--- src/rtl/store.sv ---
// store: write-back engine that copies a run of 512-byte blocks of one mounted
// drive image from disk RAM into a local buffer and then out to the SD card.
module store #(
  parameter int BLOCKS     = 1600,
  parameter int DISK_WORDS = 204800
) (
  input  logic        clk,
  input  logic        reset_n,
  input  logic        wr_req,
  input  logic [1:0]  wr_drive,
  input  logic [10:0] wr_blk,
  input  logic [10:0] wr_count,
  input  logic [3:0]  mounted,
  output logic        busy,
  output logic        done,
  output logic        err,
  output logic [31:0] sector_sd,
  output logic [3:0]  write_sd,
  input  logic        strobe,
  input  logic [8:0]  index,
  output logic [7:0]  outbyte,
  input  logic        busy_sd,
  input  logic        done_sd,
  output logic [19:0] dsk_addr,
  input  logic [31:0] dsk_din,
  output logic        dsk_read,
  input  logic        dsk_busy,
  input  logic        dsk_asck
);

  localparam logic [10:0] BLOCKS_W = 11'(BLOCKS);

  typedef enum logic [2:0] {
    IDLE, FILL_REQ, FILL_WAIT, FILL_ACK, SD_REQ, SD_WAIT, SD_DONE
  } state_t;

  state_t      state, state_d;
  logic [1:0]  drive;
  logic [10:0] blk;
  logic [10:0] remaining;
  logic [6:0]  idx;
  logic        err_latched;
  logic [31:0] blk_buf [128];

  logic        req_bad, req_empty, req_clamp;
  logic [10:0] avail;
  logic [31:0] rd_word;

  // Classify an incoming request: rejected, empty, or clamped at the image end.
  always_comb begin
    // NOTE: every always_comb output gets a default first so no latch is inferred.
    avail     = BLOCKS_W - wr_blk;
    req_bad   = !mounted[wr_drive] || (wr_blk >= BLOCKS_W);
    req_empty = (wr_count == 11'd0);
    req_clamp = (wr_count > avail);
  end

  // Word address inside the selected drive image; the sum never exceeds 20 bits.
  assign dsk_addr = 20'(drive) * 20'(DISK_WORDS) + {2'b00, blk, idx};

  // State register.
  always_ff @(posedge clk or negedge reset_n) begin
    // NOTE: sequential state uses non-blocking assignments so all flops update together.
    if (!reset_n) state <= IDLE;
    else          state <= state_d;
  end

  // Next-state decode.
  always_comb begin
    state_d = state;
    case (state)
      IDLE:      if (wr_req && !req_bad && !req_empty) state_d = FILL_REQ;
      FILL_REQ:  state_d = FILL_WAIT;
      FILL_WAIT: if (dsk_busy) state_d = FILL_ACK;
      FILL_ACK:  if (dsk_asck) state_d = (idx == 7'd127) ? SD_REQ : FILL_REQ;
      SD_REQ:    state_d = SD_WAIT;
      SD_WAIT:   if (busy_sd) state_d = SD_DONE;
      SD_DONE:   if (done_sd) state_d = (remaining == 11'd1) ? IDLE : FILL_REQ;
      default:   state_d = IDLE;
    endcase
  end

  // Request latching, block/word counters and registered handshake outputs.
  always_ff @(posedge clk or negedge reset_n) begin
    if (!reset_n) begin
      busy        <= 1'b0;
      done        <= 1'b0;
      err         <= 1'b0;
      dsk_read    <= 1'b0;
      write_sd    <= 4'd0;
      sector_sd   <= 32'd0;
      drive       <= 2'd0;
      blk         <= 11'd0;
      remaining   <= 11'd0;
      idx         <= 7'd0;
      err_latched <= 1'b0;
    end else begin
      done <= 1'b0;
      err  <= 1'b0;
      case (state)
        IDLE: begin
          if (wr_req) begin
            if (req_bad) begin
              done <= 1'b1;
              err  <= 1'b1;
            end else if (req_empty) begin
              done <= 1'b1;
            end else begin
              drive       <= wr_drive;
              blk         <= wr_blk;
              remaining   <= req_clamp ? avail : wr_count;
              err_latched <= req_clamp;
              idx         <= 7'd0;
              busy        <= 1'b1;
            end
          end
        end
        FILL_REQ: dsk_read <= 1'b1;
        FILL_ACK: begin
          if (dsk_asck) begin
            dsk_read <= 1'b0;
            idx      <= idx + 7'd1;  // wraps to 0 after word 127
          end
        end
        SD_REQ: begin
          sector_sd <= {21'd0, blk};
          write_sd  <= 4'b0001 << drive;
        end
        SD_WAIT: if (busy_sd) write_sd <= 4'd0;
        SD_DONE: begin
          if (done_sd) begin
            remaining <= remaining - 11'd1;
            if (remaining == 11'd1) begin
              done <= 1'b1;
              err  <= err_latched;
              busy <= 1'b0;
            end else begin
              blk <= blk + 11'd1;
            end
          end
        end
        default: ;
      endcase
    end
  end

  // Sector buffer fill from disk RAM.
  always_ff @(posedge clk) begin
    // NOTE: buffer contents are don't-care after reset, so the array has no reset and may map to block RAM.
    if (state == FILL_ACK && dsk_asck) blk_buf[idx] <= dsk_din;
  end

  assign rd_word = blk_buf[index[8:2]];

  // Byte server: one-cycle latency, little-endian byte select, active in every state.
  always_ff @(posedge clk or negedge reset_n) begin
    if (!reset_n)    outbyte <= 8'd0;
    else if (strobe) outbyte <= rd_word[8*index[1:0] +: 8];
  end

endmodule
--- config.mk ---
export PLATFORM = sky130hd
export DESIGN_NAME = store
export DESIGN_NICKNAME = d
export VERILOG_FILES = /design/src/rtl/store.sv
export SDC_FILE = /design/constraint.sdc
export NUM_CORES = 2
export LEC_CHECK = 0
export CAP_MARGIN = 20
export CORE_MARGIN = 2
export CORE_UTILIZATION = 39
export CTS_CLUSTER_DIAMETER = 50
export DETAILED_ROUTE_END_ITERATION = 16
export GPL_TIMING_DRIVEN = 0
export HOLD_SLACK_MARGIN = 0.06
export PLACE_DENSITY = 0.55
export REMOVE_ABC_BUFFERS = 1
export SLEW_MARGIN = 20
export SYNTH_ARGS = -nofsm -noshare
export SYNTH_HDL_FRONTEND = slang
export SYNTH_SLANG_ARGS = --single-unit
export TNS_END_PERCENT = 30
--- constraint.sdc ---
create_clock -name clk -period 3.45 [get_ports clk]
set_input_delay 0.8625 -clock clk [delete_from_list [all_inputs] [get_ports clk]]
set_output_delay 0.8625 -clock clk [all_outputs]
set_load 0.005 [all_outputs]
==> flow_metrics.py <==
metrics = {
    "outcome": {
        "status": "finished, violations left",
        "violations": "negative setup slack",
    },
    "routing": {
        "vias": 81310,
        "drc": 0,
        "drt_wl_total_um": 484300,
        "drtIter0Drc": 11310,
        "avgRoutedWirePerCell_um": 35.09,
        "firstDrtPassIters": 8,
        "ant_nets": 0,
        "routed_via_density": 5.892,
    },
    "setup_path": {
        "slowest_delay_ns": 1.01,
        "startpoint_type": "input port",
        "crit_chain": "dlygate4sd2_1 -> nand2b_4 -> nor2_1 -> a32oi_2 -> nand3_1 -> nor4_4 -> o21ai_2 -> o32ai_2",
        "critPathRequiredTime_ns": 4.30,
        "cp_max_fo": 14,
        "r2r_slack_ns": -0.01,
        "critPathKind": "input port to flip-flop",
        "endpoint_kind": "flip-flop",
        "crit_arrival_ns": 4.44,
        "cpMaxStageDelayCell": "dlygate4sd2_1",
    },
    "logic_synthesis": {
        "synth_ff_type": "edfxtp_1",
        "ys_seq_area_share_pct": 77.32,
        "synthMostInstantiatedCell": "edfxtp_1",
        "ys_warn_count": 0,
        "async_flop_share_pct": 1.491,
        "netlist_area_um2": 161100,
        "ys_top_cells_by_area": "edfxtp_1 76%, mux4_2 15%, mux2i_1 1.0%",
        "synth_top_area_share_pct": 76.36,
        "netlist_top_cells_count": "4096 x edfxtp_1, 1085 x mux4_2, 299 x nand2_1",
        "postSynthCellCount": 7243,
        "synth_area_per_cell_um2": 22.24,
        "synth_edf_count": 4096,
        "ys_ff_latch": 4158,
        "synth_cell_types": 79,
        "synth_top_area_cell": "edfxtp_1",
    },
    "grt": {
        "met3_usage_pct": 4.624,
        "use_met1_pct": 31.40,
        "grt_first_pass_wirelength_um": 662800,
        "grt_util_met2_pct": 36.31,
        "overflow": 0,
        "track_usage_pct": 22.83,
        "antenna_found_initial": 31,
        "grt_max_degree": 110,
        "grt_pass1_vias": 81110,
        "top_usage_layer": "met2",
    },
    "die": {
        "fp.dieH_um": 646.7,
        "die_w_um": 646.7,
        "core_um2": 412200,
        "io_pins": 145,
        "initial_core_util_pct": 39.08,
        "num_rows": 236,
        "dieArea_um2": 418200,
    },
    "sta": {
        "worst_slew_pin_slew_ns": 1.219,
        "final-setup-viol-count": 13,
        "fin_setup_tns_ns": -0.7025,
        "slew_violations": 0,
        "worst_slack_ns": -0.1393,
        "fmax_mhz": 278.6,
        "period_share_pct": 104.0,
        "finalHoldViolCount": 0,
        "rsz0062_at_grt": "true",
        "fin_skew_ns": 0.07084,
        "timing.final.crit_period_ns": 3.589,
        "slew_headroom_pct": 18.35,
    },
    "clocking": {
        "clkSlewWorstSetupHoldPaths_ns": 0.06,
        "cts_buffer_depth": 4,
        "cts_max_level": 5,
        "clock_latency_ns": 1.01,
        "clock_sinks": 4158,
        "cts_root_buffer": "clkbuf_16",
        "cts_buffers": 449,
        "tritoncts": "built",
    },
    "place": {
        "pre_cts_ws_ns": -3.848,
        "routabilityCongestion": 0.8863,
        "port_buffers": 123,
        "hpwl_um": 288600,
    },
    "power": {
        "power.leakage_nw": 61.13,
        "power_mw": 112.1,
        "irDropWorstVdd_mv": 0.4139,
        "powerDensity_nw_per_um2": 577.2,
    },
    "worst_hold_path": {
        "min_path_type": "input port to flip-flop",
    },
    "flow_run": {
        "max-cap-violations": 0,
    },
    "cells_and_area": {
        "nets": 8028,
        "nFillCells": 33540,
        "drive_above_1_share_pct": 31.31,
        "syn_to_final_growth_pct": 20.57,
    },
}
==> flip-flops by register name, summed over array words and instances (netlist names) <==
name	cells
blk_buf	4096
blk	11
remaining	11
sector_sd	11
outbyte	8
idx	7
write_sd	4
state	3
drive	2
busy	1
done	1
dsk_read	1
err	1
err_latched	1
==> path summary, 6_finish.rpt <==
kind,from,end,cells past startpoint
hold / removal,dsk_din[19],blk_buf[74][19],1
min in group asynchronous,reset_n,sector_sd[7],2
setup / recovery,index[0],outbyte[7],8
max in group asynchronous,reset_n,outbyte[5],3
hold reg to reg,busy,busy,2
setup reg to reg,state[2],blk_buf[27][10],9
==> worst max-delay path: cells and delay by family <==
kind	cells	cell delay [ns]
compound gates	3	1.08
buf+inv	1	1.01
simple gates	4	1.44
==> area by class of cell <==
cell class | count | area, µm² | area share, %
clock inverters | 285 | 2753 | 1.417
multi-input cells | 2651 | 35900 | 18.49
diodes | 20 | 50.05 | 0.02577
inverters | 34 | 186.4 | 0.09599
flip-flops and latches | 4158 | 124600 | 64.13
clock buffers | 547 | 11770 | 6.061
well taps | 5474 | 6849 | 3.526
repair buffers | 631 | 12150 | 6.254
==> per-stage QoR <==
step                      hold slack [ns]  cells  utilization, %  cell area, µm²
after floorplan                    0.4657   6843               -          158700
after global placement             0.4739  12440           40.46          166800
after detailed placement           0.4746  12750           42.60          175600
after CTS                          0.1575  13730           46.92          193400
after global routing               0.2048  13790           47.11          194200
final                              0.2289  13800           47.12          194200
==> where the power goes <==
part	switching (mW)	leakage (nW)	internal, mW
clock	20.1	7.04	27.5
combinational	5.04	16.5	3.15
sequential	0.495	37.6	55.9
total	25.6	61.1	86.5
==> cells by family after synthesis <==
| group | share of synthesized area, % |
|---|---|
| other cells | 0.002328 |
| flops | 77.32 |
| simple gates | 2.300 |
| buf+inv | 1.601 |
| mux | 16.41 |
| xor+xnor | 0.07612 |
| compound gates | 2.079 |
| fa+ha+maj | 0.2066 |
==> cells in the final DEF, fill, tap and decap left out, types with 36 or more instances in the layout <==
master           synthesis  layout
nand2_1                299     284
buf_4                  112     108
mux2i_1                162     158
clkdlybuf4s50_1          0      72
nor3_1                  49      45
a21oi_1                 90      83
edfxtp_1              4096    4096
buf_6                   35      36
clkbuf_16                0     462
dfrtp_1                 62      53
nor2_4                   0     131
clkinv_1                 1     104
a22oi_1                 49      45
nor2_1                 210      73
nand3_1                 98      81
o21ai_0                 72      62
bufinv_16                0      42
bufbuf_16                0      49
clkbuf_1               131      88
o22ai_1                 68      63
buf_16                   0     194
mux4_2                1085    1085
buf_12                   1     142
clkinv_2                 0      67
==> per-layer routing <==
layer,wire length [µm],share of wire [%]
met1,191100,39
met2,229900,47
met3,44630,9.2
met4,18170,3.8
met5,450,0.093
==> repair_timing <==
item,4_1_cts,5_1_grt
pin swaps,54,21
setup buffers,90,47
resized for setup,136,48
gates cloned,54,7
endpoints found under the hold margin,24,0
endpoints found under the setup margin,3107,443
hold buffers,1,0
(Power assumes the default switching activity.)
